### config.mk
export PLATFORM = sky130hd
export DESIGN_NAME = pipeline_exb_stage_p
export DESIGN_NICKNAME = d
export VERILOG_FILES = /design/src/rtl/exb_pkg.sv /design/src/rtl/branch_cmp_p.sv /design/src/rtl/pipeline_exb_stage_p.sv
export SDC_FILE = /design/constraint.sdc
export NUM_CORES = 1
export LEC_CHECK = 0
export CAP_MARGIN = 20
export CORE_AREA = 2 2 339 341
export DETAILED_ROUTE_END_ITERATION = 8
export DIE_AREA = 0 0 341 343
export SLEW_MARGIN = 30
export SYNTH_ARGS = -nofsm -noshare
export SYNTH_HDL_FRONTEND = slang
export SYNTH_HIERARCHICAL = 1
export SYNTH_SLANG_ARGS = --single-unit
### constraint.sdc
create_clock -name clk -period 7 [get_ports clk]
set_input_delay 1.05 -clock clk [delete_from_list [all_inputs] [get_ports clk]]
set_output_delay 1.05 -clock clk [all_outputs]
set_load 0.01 [all_outputs]
### src/rtl/exb_pkg.sv
// Shared types and helpers for the EXB branch-resolution stage.
package exb_pkg;

    typedef enum logic [2:0] {
        BEQ  = 3'b000,
        BNE  = 3'b001,
        BLT  = 3'b100,
        BGE  = 3'b101,
        BLTU = 3'b110,
        BGEU = 3'b111
    } br_type_e;

    localparam int XLEN_DEF   = 64;
    localparam int IALIGN_DEF = 4;

    // Saturating +1 on a counter of width w (w <= 64), carried in a 64-bit container.
    function automatic logic [63:0] sat_inc(input logic [63:0] v, input int w);
        logic [63:0] max_v;
        max_v = (w >= 64) ? {64{1'b1}} : ((64'd1 << w) - 64'd1);
        return (v >= max_v) ? v : v + 64'd1;
    endfunction

endpackage

### src/rtl/branch_cmp_p.sv
// Branch condition evaluator; reserved encodings 010/011 resolve not-taken.
module branch_cmp_p
    import exb_pkg::*;
#(
    parameter int XLEN = XLEN_DEF
) (
    input  logic [XLEN-1:0] a,
    input  logic [XLEN-1:0] b,
    input  logic [2:0]      br_type,
    output logic            cond
);

    logic eq, lt, ltu;

    assign eq  = (a == b);
    assign lt  = ($signed(a) < $signed(b));
    assign ltu = (a < b);

    always_comb begin
        cond = 1'b0;
        case (br_type_e'(br_type))
            BEQ:     cond = eq;
            BNE:     cond = ~eq;
            BLT:     cond = lt;
            BGE:     cond = ~lt;
            BLTU:    cond = ltu;
            BGEU:    cond = ~ltu;
            default: cond = 1'b0;
        endcase
    end

endmodule

### src/rtl/pipeline_exb_stage_p.sv
// EXB stage: resolves branches/jumps against the fetch prediction, redirects on
// mispredict, and registers the instruction into EXA.
module pipeline_exb_stage_p
    import exb_pkg::*;
#(
    parameter int XLEN   = XLEN_DEF,
    parameter int CTRL_W = 16,
    parameter int CNT_W  = 32,
    parameter int IALIGN = IALIGN_DEF
) (
    input  logic              clk,
    input  logic              reset,
    input  logic              flush,
    input  logic              stall,
    input  logic              valid_IDR,
    input  logic [XLEN-1:0]   pc_IDR,
    input  logic [XLEN-1:0]   reg_data1_IDR,
    input  logic [XLEN-1:0]   reg_data2_IDR,
    input  logic [XLEN-1:0]   imm_IDR,
    input  logic [CTRL_W-1:0] ctrl_IDR,
    input  logic              is_branch_IDR,
    input  logic              do_jump_IDR,
    input  logic              is_jalr_IDR,
    input  logic [2:0]        BrType_IDR,
    input  logic              pred_taken_IDR,
    input  logic [XLEN-1:0]   pred_target_IDR,
    output logic              branch_taken_EXB,
    output logic [XLEN-1:0]   branch_target_EXB,
    output logic              redirect_EXB,
    output logic [XLEN-1:0]   redirect_pc_EXB,
    output logic              valid_EXB,
    output logic [XLEN-1:0]   pc_EXB,
    output logic [XLEN-1:0]   reg_data1_EXB,
    output logic [XLEN-1:0]   reg_data2_EXB,
    output logic [XLEN-1:0]   imm_EXB,
    output logic [CTRL_W-1:0] ctrl_EXB,
    output logic [XLEN-1:0]   link_pc_EXB,
    output logic              misalign_EXB,
    output logic [CNT_W-1:0]  br_cnt,
    output logic [CNT_W-1:0]  mispred_cnt
);

    localparam logic [XLEN-1:0] ALIGN_MASK = XLEN'(IALIGN - 1);
    localparam logic [XLEN-1:0] LINK_INC   = XLEN'(IALIGN);

    logic            cmp_cond, cond, taken, fire, resolve, mispredict, misalign;
    logic [XLEN-1:0] target, link_pc;

    branch_cmp_p #(.XLEN(XLEN)) u_cmp (
        .a       (reg_data1_IDR),
        .b       (reg_data2_IDR),
        .br_type (BrType_IDR),
        .cond    (cmp_cond)
    );

    assign cond    = cmp_cond & is_branch_IDR;
    assign taken   = cond | do_jump_IDR;
    assign target  = is_jalr_IDR ? ((reg_data1_IDR + imm_IDR) & ~XLEN'(1))
                                 : (pc_IDR + imm_IDR);
    assign link_pc = pc_IDR + LINK_INC;

    assign fire       = valid_IDR & ~stall & ~flush & reset;
    assign resolve    = fire & (is_branch_IDR | do_jump_IDR);
    assign mispredict = (taken != pred_taken_IDR)
                      | (taken & pred_taken_IDR & (target != pred_target_IDR));
    assign misalign   = taken & (|(target & ALIGN_MASK));

    assign branch_taken_EXB  = taken & fire;
    assign branch_target_EXB = target;
    assign redirect_pc_EXB   = taken ? target : link_pc;
    // Gated by fire rather than resolve so a non-control instruction that fetch
    // predicted taken still steers fetch back to pc+IALIGN.
    assign redirect_EXB      = fire & mispredict;

    logic              valid_q, misalign_q;
    logic [XLEN-1:0]   pc_q, rd1_q, rd2_q, imm_q, link_q;
    logic [CTRL_W-1:0] ctrl_q;
    logic [CNT_W-1:0]  br_cnt_q, mp_cnt_q, br_cnt_d, mp_cnt_d;

    always_ff @(posedge clk) begin
        if (!reset || flush) begin
            valid_q    <= 1'b0;
            misalign_q <= 1'b0;
            pc_q       <= '0;
            rd1_q      <= '0;
            rd2_q      <= '0;
            imm_q      <= '0;
            link_q     <= '0;
            ctrl_q     <= '0;
        end else if (!stall) begin
            valid_q    <= valid_IDR;
            misalign_q <= misalign & valid_IDR;
            pc_q       <= pc_IDR;
            rd1_q      <= reg_data1_IDR;
            rd2_q      <= reg_data2_IDR;
            imm_q      <= imm_IDR;
            link_q     <= link_pc;
            ctrl_q     <= ctrl_IDR;
        end
    end

    assign br_cnt_d = CNT_W'(sat_inc(64'(br_cnt_q), CNT_W));
    assign mp_cnt_d = CNT_W'(sat_inc(64'(mp_cnt_q), CNT_W));

    // fire already folds in flush and stall, so counters hold in those cases.
    always_ff @(posedge clk) begin
        if (!reset) begin
            br_cnt_q <= '0;
            mp_cnt_q <= '0;
        end else begin
            if (resolve)           br_cnt_q <= br_cnt_d;
            if (fire & mispredict) mp_cnt_q <= mp_cnt_d;
        end
    end

    assign valid_EXB     = valid_q;
    assign misalign_EXB  = misalign_q;
    assign pc_EXB        = pc_q;
    assign reg_data1_EXB = rd1_q;
    assign reg_data2_EXB = rd2_q;
    assign imm_EXB       = imm_q;
    assign link_pc_EXB   = link_q;
    assign ctrl_EXB      = ctrl_q;
    assign br_cnt        = br_cnt_q;
    assign mispred_cnt   = mp_cnt_q;

endmodule

; ---- Yosys cells after proc, flatten, opt, wreduce, memory -nomap -nowiden
; Index checks and enable logic that the tools add are counted.
[word_totals]
n_memories = 0
romBits = 0
regBits = 402
latch_bits = 0
inputBits = 348
mem_bits_rw = 0
wordCells = 57
[classes]
eq_ne = 8
n_div = 0
shifts = 0
muxes = 3
add_sub_neg = 5
n_reduce_logical = 6
bitwise = 21
n_lt_le_gt_ge = 4
n_mul = 0
[op_table]
columns = op, count
row1 = 64-bit adder, 2
row2 = 64-bit < comparator, 2
row3 = 64-bit 2-to-1 mux, 2
row4 = 32-bit by 1-bit adder with 32-bit output (second input constant), 2
row5 = 64-bit by 3-bit adder with 64-bit output (second input constant), 1
row6 = 64-bit == test, 1
row7 = 32-bit greater-or-equal comparator (second input constant), 2
row8 = 64-bit inequality test, 1
row9 = 3-bit == test (second input constant), 4
row10 = 1-bit bitwise AND, 11
row11 = 1-bit NOT, 7
row12 = 1-bit case mux with 6 select lines, 1
row13 = 2-bit AND reduction, 2
row14 = 3-bit by 1-bit == test with 1-bit output (second input constant), 1
row15 = 3-bit zero test, 1
row16 = 1-bit bitwise OR, 3
row17 = 2-bit OR reduction, 1
row18 = 1-bit zero test, 1
row19 = 1-bit logical OR, 1
row20 = 1-bit inequality test, 1

; ---- Logic depth before layout (Yosys ltp)
[depth]
word_depth = 10
mapped_depth = 26

; ---- Modules after synthesis
; Netlist, hierarchy kept.
[modules_own_cells]
columns = module, area_per_inst_um2, instances, cells_per_inst
row1 = pipeline_exb_stage_p, 29419.5, 1, 3838
row2 = branch_cmp_p, 1676.6, 1, 237

; ---- Worst setup path after synthesis
; OpenSTA, ideal clock, no wires.
[synth_timing]
path_type = input-to-output
from = in reg_data2_IDR[14]
to = out redirect_EXB
path_slack_ns = 0.404
cell_stages = 25
required_ns = 5.950
n_path_buf = 3
t_arrival_ns = 5.546
path_cell_list = inv_1 > ha_1 > nand4_2 > nor3_2 > a21boi_1 > or4b_4 > a21oi_2 > o221ai_2 > xnor2_1 > a21o_1 > a21oi_1 > inv_1 > clkbuf_1 > ha_1 > nor4_1 > o311a_1 > o2111a_1 > o2111ai_1 > nor4b_1 > nand4_1 > and4bb_1 > nor2b_4 > buf_6 > buf_4 > nor2_1
[synth_between]
elab_chain_cells = 9
[synth_rtl]
columns = item, line
row1 = "start, declared", pipeline_exb_stage_p.sv:18  ; input logic [XLEN-1:0] reg_data2_IDR,
row2 = "64-bit < comparator, or another cell as far along", branch_cmp_p.sv:17  ; assign ltu = (a < b);
row3 = "1-bit NOT, on equally long branches", "branch_cmp_p.sv:27, branch_cmp_p.sv:23, branch_cmp_p.sv:25"
row4 = 1-bit case mux with 6 select lines *, branch_cmp_p.sv:21  ; case (br_type_e'(br_type))
row5 = net cmp_cond, pipeline_exb_stage_p.sv:46  ; logic cmp_cond, cond, taken, fire, resolve, mispredict, misalign;
row6 = 1-bit bitwise AND *, pipeline_exb_stage_p.sv:56  ; assign cond = cmp_cond & is_branch_IDR;
row7 = 1-bit bitwise OR *, pipeline_exb_stage_p.sv:57  ; assign taken = cond | do_jump_IDR;
row8 = 1-bit bitwise AND (2 in a row), pipeline_exb_stage_p.sv:65  ; | (taken & pred_taken_IDR & (target != pred_target_IDR));
row9 = 1-bit bitwise OR *, pipeline_exb_stage_p.sv:65
row10 = 1-bit bitwise AND *, pipeline_exb_stage_p.sv:73  ; assign redirect_EXB = fire & mispredict;
row11 = "end, declared", pipeline_exb_stage_p.sv:29  ; output logic redirect_EXB,
; Mark *: on every way through the listed nets, which the timed path passes. The rest lies on a longest branch.

; ---- Worst setup path after layout
[layout_timing]
from = in imm_IDR[0]
to = out redirect_EXB
[layout_between]
elab_chain_cells = 6
[layout_rtl]
columns = item, line
row1 = "start, declared", pipeline_exb_stage_p.sv:19  ; input logic [XLEN-1:0] imm_IDR,
row2 = "64-bit adder, on equally long branches", "pipeline_exb_stage_p.sv:59, pipeline_exb_stage_p.sv:58"
row3 = 64-bit 2-to-1 mux *, pipeline_exb_stage_p.sv:58  ; assign target = is_jalr_IDR ? ((reg_data1_IDR + imm_IDR) & ~XLEN'(1))
row4 = 64-bit inequality test *, pipeline_exb_stage_p.sv:65
row5 = 1-bit bitwise AND *, pipeline_exb_stage_p.sv:65
row6 = 1-bit bitwise OR *, pipeline_exb_stage_p.sv:65
row7 = 1-bit bitwise AND *, pipeline_exb_stage_p.sv:73
; Every way passes the cells marked *; elsewhere a longest branch is shown, timed or not.

==> metrics <==
initial antenna violation count 16; CP max stage delay 0.62 ns; drt wl/cell 24.0 um; worst path bufs/invs 6; 1st-iter DRT viols 2,424; Final Cycle Share 102%; Placement Cell Area 48,100 um^2; Final Core Density 44.5%; Clock Skew 0.00881 ns; Setup violations, final 1; Reg power frac 26.5%; Critical Path Most Common Cell buf_4; dpl ws -1.60 ns; Yosys reg bits 400; Fmax 140 MHz; Hold Violations, Final 0; synth unique cells 111; fin cells 7,292; switching share of power 35.2%; YS warnings 6; setup ws final -0.132 ns; DR pass1 iterations 5; Total Wirelength 175,000 um; number of buffers added on ports 879; Post-Syn Instances 4,075; FP Rows 124; CP max-delay cell a2111oi_1; Hold WC Path Type flop to flop; Clock Power Share 31.5%; area of the die 117,000 um^2; synthesized area per cell 7.63 um^2; clock transition at the registers of the reported paths 0.06 ns; outcome complete, but fails checks; critical path's top delay family compound AO/OA/AOI/OAI gates; Post-Syn Nets 4,618; share of cells above drive strength 1 21.7%; power share of the combinational group 42.0%; synth cell count leaders nor2_1, dfxtp_1, a21oi_1; Primary FF master, synth dfxtp_1; post-route DRC violation count 0; Mapped Area 31,100 um^2; Hold-fix buffers, CTS 0; placed insts 7,182; GRT overflow 0; PwrDens 177 nW/um^2; RSZ-0062 raised after global routing true; layout filler cell count 11,500; CP max FO 4; internal power 5.81 mW; DR vias/cell 5.12; max-slew violation count 0; TNS Setup -0.132 ns; Area Growth Syn to Fin 62.4%; Psw 3.15 mW; first-pass GRT wire length 248,000 um; area occupied by multi-input gates 22,200 um^2; max_slew headroom 37.3%; GPL Wtd Cong 0.976; Critical Path End Type output port; total CTS buffers 50; Initial Util 27.4%; Slew @ Worst Pin 0.941 ns; largest net degree at the start of global routing 107; Tot GR Track Use 28.6%; Max VDD drop 0.000168 V; Post-synth EDFFs 0; largest cells by area after synthesis dfxtp_1, mux2i_1, nor2_1, ha_1, a21oi_1; largest area contributor in the netlist dfxtp_1; CP arrival 6.08 ns; H-Tree Depth 2; Register Area 8010 um^2; Startpoint Class input pin; I/O pin total 880; cell leakage power 21.5 nW; clock sinks 400; top cell type's share of synthesized area 25.8%; Seq/Total Area, Yosys 25.8%; Post-DRT Antenna Nets 0; clk_lat worst skew 0.66 ns; Root Buffer Master clkbuf_16; critical path type input pin to output port; Max Cap Viol 0; CTS tree yes; post-route cell area 50,500 um^2; FFs w/ async S/R, synth 0%; vias in the first global route 36,500; Max Root-Sink Buffers 3; most numerous cell in the Yosys netlist nor2_1; crit-path cells clkdlybuf4s50_1 > ha_1 > inv_1 > fa_1 > nand2b_1 > a21oi_1 > buf_4 > o2111ai_1 > buf_4 > buf_4 > a32o_1 > o211ai_1 > nor3_1 > a2111oi_1 > nand4b_1 > a2111oi_2 > nand4_1 > and4bb_2 > nor2b_4 > nor2_4 > buf_6; HPWL Detailed 147,000 um; failing checks setup timing; Data required, critical path 5.95 ns; Die Ht 343 um; post-layout minimum cycle time 7.13 ns; floorplan die width 341 um; routed vias 37,300; final layout net count 6,273; Core ar. 113,000 um^2
## sequential cells by signal, indices dropped and copies added, names as in the netlist
signal	flops
ctrl_EXB	16
reg_data2_EXB	64
reg_data1_EXB	64
pc_EXB	64
br_cnt	32
imm_EXB	64
mispred_cnt	32
valid_EXB	1
link_pc_EXB	62
misalign_EXB	1
## layer usage
| layer | global-route usage [%] | vias to the layer above | wire length (um) |
|---|---|---|---|
| met3 | 5.51 | 268 | 11500 |
| met5 | 0 | - | 84 |
| met2 | 48.3 | 1315 | 81900 |
| met4 | 10.2 | 14 | 7040 |
| met1 | 36.0 | 17800 | 74300 |
| li1 | - | 17900 | - |
## kinds of logic after synthesis
family / after synthesis / synth area share (%)
DFF: 400 / 25.8
xor gates and xnor gates: 233 / 7.08
muxes: 333 / 10.8
adders and majority gates: 195 / 7.89
and+or+nand+nor: 1624 / 24.6
AOI/OAI and AO/OA: 915 / 19.0
buffers and inverters: 375 / 4.94
## cells in the final DEF (no fill, tap or decap), types with 104 or more instances in the layout
cell,synthesis,layout
nand3_1,105,104
a21oi_1,361,352
buf_4,6,961
xor2_1,120,118
dfxtp_1,400,400
ha_1,193,164
nand4_1,109,109
clkdlybuf4s50_1,0,803
inv_1,132,108
mux2i_1,323,323
nand2_1,347,346
nor2_1,676,674
o21ai_0,156,149
## repair_timing
item                       4_1_cts  5_1_grt
resized for setup              209       11
setup endpoints to repair       65        6
pin swaps                       52        2
buffers inserted                 7        0
cloned                           0        0
## worst min-delay path, cell delays in order, from the launching register on
cell	delay, ns
dfxtp_1	0.31
nand2_1	0.06
a21oi_1	0.05
## power groups by stage
stage	Combinational (mW)	Clock, mW	Sequential, mW
6_report	3.76	2.82	2.38
2_1_floorplan	1.49	0	2.45
3_5_place_dp	3.67	0	2.43
4_1_cts	3.73	2.89	2.38
3_3_place_gp	3.66	0	2.42
5_1_grt	3.99	2.97	2.38
## stage by stage
step                      power [mW]  hold WS (ns)
final                           8.96         0.473
after global placement          6.08         0.455
after floorplan                 3.94         0.490
after global routing            9.34         0.505
after CTS                       9.00         0.470
after detailed placement        6.10         0.460
## path summary, 6_finish.rpt
check | slack [ns] | from | cells past startpoint | end
max reg2reg | 3.26 | mispred_cnt[6] | 13 | mispred_cnt[30]
min | 0.47 | valid_EXB | 2 | valid_EXB
max | -0.13 | imm_IDR[0] | 21 | redirect_EXB
min reg2reg | 0.47 | valid_EXB | 2 | valid_EXB
## final cells by class
class	instances	share of cell area, %
Sequential cell	400	15.9
Inverter	132	0.984
Antenna cell	10	0.0496
Clock inverter	26	0.761
Timing Repair Buffer	1846	31.9
Clock buffer	66	2.72
Tap cell	1512	3.75
Multi-Input combinational cell	3300	44.0
(Power assumes the default switching activity.)
